--- src/rtl/axis_multi_splitter.sv ---
// Splits each AXI stream packet into NUM_OUTPUTS consecutive segments whose word
// lengths are sampled per packet; one registered output word, steered to one port.
module axis_multi_splitter #(
  parameter int AXIS_BYTES     = 1,
  parameter int AXIS_USER_BITS = 1,
  parameter int NUM_OUTPUTS    = 3,
  parameter int LEN_WIDTH      = 16
) (
  input  logic                                   clk,
  input  logic                                   sresetn,
  input  logic [(NUM_OUTPUTS-1)*LEN_WIDTH-1:0]   split_len,
  input  logic                                   axis_i_tvalid,
  output logic                                   axis_i_tready,
  input  logic                                   axis_i_tlast,
  input  logic [AXIS_BYTES*8-1:0]                axis_i_tdata,
  input  logic [AXIS_USER_BITS-1:0]              axis_i_tuser,
  output logic [NUM_OUTPUTS-1:0]                 axis_o_tvalid,
  input  logic [NUM_OUTPUTS-1:0]                 axis_o_tready,
  output logic [NUM_OUTPUTS-1:0]                 axis_o_tlast,
  output logic [NUM_OUTPUTS*AXIS_BYTES*8-1:0]    axis_o_tdata,
  output logic [NUM_OUTPUTS*AXIS_USER_BITS-1:0]  axis_o_tuser,
  output logic                                   short_pkt
);

  localparam int DW    = AXIS_BYTES * 8;
  localparam int SEG_W = $clog2(NUM_OUTPUTS);
  localparam logic [SEG_W-1:0] LAST_SEG = SEG_W'(NUM_OUTPUTS - 1);

  typedef logic [NUM_OUTPUTS-2:0][LEN_WIDTH-1:0] len_vec_t;
  typedef logic [NUM_OUTPUTS-1:0][LEN_WIDTH-1:0] len_all_t;

  logic                      first;
  logic [SEG_W-1:0]          seg;
  logic [LEN_WIDTH-1:0]      ctr;
  len_vec_t                  len_q;

  len_vec_t                  len_cur;
  len_all_t                  len_all;
  logic [SEG_W-1:0]          cur_seg;
  logic [SEG_W-1:0]          nxt_seg;
  logic [LEN_WIDTH-1:0]      cur_ctr;
  logic [LEN_WIDTH-1:0]      ctr_inc;
  logic                      seg_end;
  logic                      in_ready;
  logic                      accept;

  logic                      out_valid;
  logic                      out_last;
  logic [SEG_W-1:0]          out_dest;
  logic [DW-1:0]             out_data;
  logic [AXIS_USER_BITS-1:0] out_user;
  logic                      short_q;

  // Lowest segment index >= from whose length is non-zero; the final segment
  // is the fallback since it has no length of its own.
  function automatic logic [SEG_W-1:0] first_nonzero_from(input len_all_t lens,
                                                          input logic [SEG_W:0] from);
    logic [SEG_W-1:0] r;
    r = LAST_SEG;
    for (int unsigned k = NUM_OUTPUTS - 1; k > 0; k--) begin
      if (32'(from) <= (k - 1) && lens[SEG_W'(k - 1)] != '0)
        r = SEG_W'(k - 1);
    end
    return r;
  endfunction

  always_comb begin
    len_cur = first ? len_vec_t'(split_len) : len_q;
    len_all = {LEN_WIDTH'(0), len_cur};
    // seg/ctr registers hold start-of-packet values only after tlast; the
    // starting segment depends on the lengths seen on the first beat.
    cur_seg = first ? first_nonzero_from(len_all, '0) : seg;
    cur_ctr = first ? '0 : ctr;
    ctr_inc = cur_ctr + 1'b1;
    seg_end = (cur_seg != LAST_SEG) && (ctr_inc == len_all[cur_seg]);
    nxt_seg = first_nonzero_from(len_all, {1'b0, cur_seg} + 1'b1);
  end

  assign in_ready      = !out_valid || axis_o_tready[out_dest];
  assign accept        = axis_i_tvalid && in_ready;
  assign axis_i_tready = in_ready;

  always_ff @(posedge clk) begin
    if (!sresetn) begin
      out_valid <= 1'b0;
      out_last  <= 1'b0;
      out_dest  <= '0;
      out_data  <= '0;
      out_user  <= '0;
      short_q   <= 1'b0;
      seg       <= '0;
      ctr       <= '0;
      first     <= 1'b1;
      len_q     <= '0;
    end else begin
      short_q <= 1'b0;
      if (accept) begin
        out_valid <= 1'b1;
        out_data  <= axis_i_tdata;
        out_user  <= axis_i_tuser;
        out_dest  <= cur_seg;
        out_last  <= axis_i_tlast || seg_end;
        short_q   <= axis_i_tlast && (cur_seg != LAST_SEG);
        if (first)
          len_q <= len_cur;
        if (axis_i_tlast) begin
          first <= 1'b1;
          seg   <= '0;
          ctr   <= '0;
        end else begin
          first <= 1'b0;
          if (seg_end) begin
            seg <= nxt_seg;
            ctr <= '0;
          end else begin
            seg <= cur_seg;
            ctr <= ctr_inc;
          end
        end
      end else if (out_valid && axis_o_tready[out_dest]) begin
        out_valid <= 1'b0;
      end
    end
  end

  always_comb begin
    axis_o_tvalid = '0;
    axis_o_tlast  = '0;
    if (out_valid) begin
      axis_o_tvalid[out_dest] = 1'b1;
      axis_o_tlast[out_dest]  = out_last;
    end
  end

  assign axis_o_tdata = {NUM_OUTPUTS{out_data}};
  assign axis_o_tuser = {NUM_OUTPUTS{out_user}};
  assign short_pkt    = short_q;

endmodule

--- config.mk ---
export PLATFORM = sky130hd
export DESIGN_NAME = axis_multi_splitter
export DESIGN_NICKNAME = d
export VERILOG_FILES = /design/src/rtl/axis_multi_splitter.sv
export SDC_FILE = /design/constraint.sdc
export NUM_CORES = 1
export LEC_CHECK = 0
export CAP_MARGIN = 20
export CORE_ASPECT_RATIO = 1.5
export CORE_MARGIN = 5
export CORE_UTILIZATION = 47
export DETAILED_ROUTE_END_ITERATION = 12
export MAX_ROUTING_LAYER = met4
export PLACE_DENSITY = 0.77
export SYNTH_ARGS = -nofsm -noshare
export SYNTH_HDL_FRONTEND = slang
export SYNTH_SLANG_ARGS = --single-unit
--- constraint.sdc ---
create_clock -name clk -period 4.4 [get_ports clk]
set_clock_uncertainty 0.2 [all_clocks]
set_input_delay 1.32 -clock clk [delete_from_list [all_inputs] [get_ports clk]]
set_output_delay 1.32 -clock clk [all_outputs]
set_load 0.02 [all_outputs]
# ---- Word-level counts from Yosys, hierarchy flattened
# Index checks and enable logic that the tools add are counted.
dict set report totals {
  register_bits 65
  wordCells 58
}
dict set report classes {
  n_lt_le_gt_ge 5
  bitwise 1
  n_mux 22
  n_reduce_logical 15
  n_eq_ne 2
  n_addsub 2
}
# op count
set op_table {}
lappend op_table {{$mux 16} 4}
lappend op_table {{$bmux 16 s2} 1}
lappend op_table {{$mux 32} 1}
lappend op_table {{$reduce_bool 16->1} 2}
lappend op_table {{$add 16x1->16 const B} 1}
lappend op_table {{$eq 16x16->1} 1}
lappend op_table {{$mux 2} 7}
lappend op_table {{$logic_and 1x1->1} 7}
lappend op_table {{$le 3x1->1 const B} 2}
lappend op_table {{$lt 2x3->1 const B} 2}
lappend op_table {{$mux 3} 2}
lappend op_table {{$mux 1} 5}
lappend op_table {{$reduce_and 2->1} 2}
lappend op_table {{$add 2x1->3 const B} 1}
lappend op_table {{$and 3x3->3} 1}
lappend op_table {{$bmux 1 s2} 1}
lappend op_table {{$demux 1 s2} 1}
lappend op_table {{$ge 2x1->1 const B} 1}
lappend op_table {{$logic_or 1x1->1} 2}
lappend op_table {{$ne 2x2->1 const B} 1}
lappend op_table {{$reduce_bool 2->1} 1}
lappend op_table {{$logic_not 1->1} 1}

# ---- Longest topological paths before layout
dict set report logic_depth {
  word_depth 12
  mapped_depth 18
}

# ---- Worst setup path before layout
# Ideal clock, no wire load.
dict set report synth_path {
  path_type {input-to-reg}
  start {input split_len[6]}
  end {register ctr[2]}
  path_slack_ns 0.039
  required_ns 4.078
  setup_time_ns 0.122
  cell_stages 11
  arrival_ns 4.039
  n_path_buf 1
  cell_sequence {or4b_1 > a2bb2oi_1 > nor2_1 > buf_1 > a222oi_1 > a31o_1 > a2111oi_2 > nand4_1 > o31a_1 > and3_1 > a221o_1}
}
dict set report synth_between {
  elab_chain_len 10
  elab_cells_between_ends 11
  cone_classes {eq/ne: 2; mux: 7; reduce/logical: 2}
}
# item line_no
set synth_rtl {}
lappend synth_rtl {{start, declared} 11} ;# input logic [(NUM_OUTPUTS-1)*LEN_WIDTH-1:0] split_len,
lappend synth_rtl {{$mux 32 (*)} 68} ;# len_cur = first ? len_vec_t'(split_len) : len_q;
lappend synth_rtl {{$reduce_bool 16->1} 61} ;# if (32'(from) <= (k - 1) && lens[SEG_W'(k - 1)] != '0)
lappend synth_rtl {{$mux 2} 61}
lappend synth_rtl {{$mux 2} 72} ;# cur_seg = first ? first_nonzero_from(len_all, '0) : seg;
lappend synth_rtl {{$bmux 16 s2} 75} ;# seg_end = (cur_seg != LAST_SEG) && (ctr_inc == len_all[cur_seg]);
lappend synth_rtl {{$mux 16 (implied by the code)} 75}
lappend synth_rtl {{$eq 16x16->1} 75}
lappend synth_rtl {{$logic_and 1x1->1 (*)} 75}
lappend synth_rtl {{$mux 16 (*)} 112} ;# if (seg_end) begin
lappend synth_rtl {{$mux 16 (*)} 106} ;# if (axis_i_tlast) begin
lappend synth_rtl {{end signal, assigned} 117} ;# ctr <= ctr_inc;
lappend synth_rtl {{end, declared} 34} ;# logic [LEN_WIDTH-1:0] ctr;
# Mark *: on every way between the ends. The rest lies on a longest branch, timed or not. The select of a mux whose other input is x is not followed.
# A chain may end at the register's enable or synchronous reset.

# ---- Worst setup path after layout
dict set report layout_path {
  start {input split_len[28]}
  end {register ctr[2]}
}
dict set report layout_between {
  elab_chain_len 11
  elab_cells_between_ends 12
  cone_classes {eq/ne: 2; mux: 8; reduce/logical: 2}
}
# item line_no
set layout_rtl {}
lappend layout_rtl {{$mux 32 (*)} 68}
lappend layout_rtl {{$reduce_bool 16->1} 61}
lappend layout_rtl {{$mux 2 (2 in a row)} 61}
lappend layout_rtl {{$mux 2} 72}
lappend layout_rtl {{$bmux 16 s2} 75}
lappend layout_rtl {{$mux 16 (implied by the code)} 75}
lappend layout_rtl {{$eq 16x16->1} 75}
lappend layout_rtl {{$logic_and 1x1->1 (*)} 75}
lappend layout_rtl {{$mux 16 (*)} 112}
lappend layout_rtl {{$mux 16 (*)} 106}
# Marks and branches as above.

==> out/qor.csv <==
metric;value;unit
via_per_inst;5.90;
hp-start;len_q[3]$_SDFFE_PN0P_;
highest_layer;met4;
fin_crit;4.47;ns
num_io_pins;83;
rr_startpoint;first$_SDFFE_PN1P_;
yosysTopAreaCell;dfxtp_1;
die_y;125;um
end_kind;flop;
cts_hold_buf;0;
dp_cells;724;
cts-root-buf;clkbuf_16;
initial_utilization;47.4;%
criticalPathCategory;input port to flop;
arrival;4.50;ns
grt_pass1_vias;4150;
path_buf_inv;1;
ant_nets;0;
fin_util;67.3;%
grtUsageTotal;24.0;%
synth.top_cell.area_share;31.5;%
drtIter0Drc;357;
violations;setup timing;
drt_wl_total;12900;um
diodes;0;
yosysSeqAreaShare;31.5;%
overflow;0;
p_total;1660;uW
ys_seq_elements;65;
holdCritPathClass;flop to flop;
max_freq;0.224;GHz
crit_required;4.43;ns
clockBufferDepth;2;
netlist-cell-type-count;64;
syn_inst;523;
cts_tree;built;
crit_family;compound AO/OA/AOI/OAI gates;
p_leak;0.00233;uW
min_to;len_q[3]$_SDFFE_PN0P_;
cts_buffers;9;
io_buffer_count;82;
coreArea;8720;um^2
drive_gt1_share;21.3;%
crit_slowest_cell;or4_4;
hpwlAfterDp;9130;um
ir_drop;0.000260;V
worstPathCellList;dlygate4sd2_1 > nor4_2 > a22oi_2 > or4_4 > a222oi_1 > o2bb2ai_2 > a2111oi_2 > nand4_1 > o31a_1 > and3_1 > a221o_1;
syn_to_final_growth;42.0;%
finalNetCount;679;
synth_area_leaders;dfxtp_1, a21boi_0, nand2_1;
tns;-0.275;ns
hold_depth;2;
post-synth-top-count-cell;nand2_1;
holdWs;0.264;ns
die_w;86.6;um
reg2reg_depth;13;
maxCapViolations;0;
setup_ws;-0.0742;ns
slowest_delay;0.57;ns
path_max_fanout;4;
slew_headroom;30.9;%
r2r-end;ctr[2]$_SDFFE_PN0P_;
tightest_slew;1.03;ns
rows;42;
yosys-top-cells-count;nand2_1, dfxtp_1, a21boi_0;
r2r_setup_slack;0.42;ns
antenna_found_initial;0;
fillerInstances;737;
clk_latency;0.34;ns
hold_violations;0;
period_share;102;%
setup_violations;10;
route.detailed.drc;0;
syn_avg_cell_area;7.91;um^2
drt-met1-wl;4950;um
vias;4395;
cts.sinks;65;
synth_area;4140;um^2
finalWeightedCongestion;0.904;
power.density;283;nW/um^2
synth.yosys.warnings;0;
synthFlopType;dfxtp_1;
start_kind;input port;
status;finished, violations left;
slew_violations;0;
clkTransAtPathRegs;0.05;ns
synth_edf_count;0;
met2_length;6670;um
grt_pass1_wl;20300;um
grt_max_degree;50;
h-tree-depth;3;
layoutNonFillerInstCount;745;
wire_per_inst;17.3;um
synth_nets;572;
first_pass_iters;5;
wl_met3;679;um
async_flop_share;0;%
dieArea;10800;um^2
-- logic make-up after synthesis --
logic type	synth area share (%)
AO/OA/AOI/OAI	24.2
XOR/XNOR	3.60
adder cells (fa/ha/maj)	0.302
buffers and inverters	7.53
flip-flops	31.5
multiplexers	7.11
AND/OR/NAND/NOR	25.8
-- worst register-to-register path, stage by stage (launching register included) --
cell and delay [ns]:
dfxtp_2 0.48, buf_4 0.26, nor2b_1 0.13, ha_1 0.19, and3_1 0.25, nand3_1 0.24, or3_1 0.40, a21oi_1 0.31
xnor2_1 0.14, nor4b_2 0.33, nand4_1 0.16, o31a_1 0.35, and3_1 0.19, a221o_1 0.24
-- routing by layer --
| layer | vias to the layer above | global-route usage (%) |
|---|---|---|
| li1 | 2110 | - |
| met1 | 2052 | 27.6 |
| met2 | 181 | 40.0 |
| met3 | 52 | 2.65 |
| met4 | 0 | 12.8 |
| met5 | - | - |
-- where the power goes --
part | internal (uW) | switching (uW)
combinational | 169 | 174
clock | 384 | 286
sequential | 618 | 29.6
total | 1170 | 489
-- area by class of cell --
cell class | instances | area (um^2) | area share (%)
clock buffer | 9 | 225 | 3.83
clock inverter | 7 | 56.3 | 0.959
inverter | 6 | 22.5 | 0.383
multi-input combinational | 395 | 2700 | 46.0
sequential | 65 | 1300 | 22.2
tap | 110 | 138 | 2.34
timing repair buffer | 153 | 1430 | 24.3
-- timing repair --
action | CTS | global route
gates resized for setup | 20 | 45
endpoints found under the setup margin | 18 | 19
gates cloned | 0 | 1
pin swaps | 14 | 25
buffers inserted | 3 | 1
-- state kept, by name (all words and copies together), names as in the netlist, 2 cells and up --
| register | count |
|---|---|
| ctr | 16 |
| len_q | 32 |
| out_data | 8 |
| out_dest | 2 |
| seg | 2 |
-- cells in the final DEF (no fill, tap or decap), drive strengths merged, types with 12 or more instances in the layout --
| master | count |
|---|---|
| nand2 | 83 |
| buf | 71 |
| dfxtp | 65 |
| clkdlybuf4s50 | 58 |
| a21boi | 45 |
| nand3 | 42 |
| nor2 | 19 |
| mux2i | 17 |
| dlymetal6s2s | 17 |
| a22oi | 17 |
| o21ai | 17 |
| xnor2 | 13 |
| nor3 | 12 |
| nor4 | 12 |
-- worst max path at each step --
stage                        from                   end  cells past startpoint
finish              split_len[28]   ctr[2]$_SDFFE_PN0P_                     11
global route        split_len[28]   ctr[2]$_SDFFE_PN0P_                     11
CTS                 split_len[19]   ctr[2]$_SDFFE_PN0P_                     11
detailed placement  split_len[21]  ctr[11]$_SDFFE_PN0P_                     13
global placement    split_len[20]   ctr[7]$_SDFFE_PN0P_                     12
floorplan            split_len[6]   ctr[2]$_SDFFE_PN0P_                     11
-- per-stage QoR --
stage / instance area [um^2] / setup slack [ns]
2_1_floorplan: 4140 / 0.0393
3_5_place_dp: 5320 / -0.508
6_report: 5870 / -0.0742
4_1_cts: 5670 / 0.00891
5_1_grt: 5870 / -0.118
3_3_place_gp: 5320 / -0.450
Power figures use the tool's default switching activity.
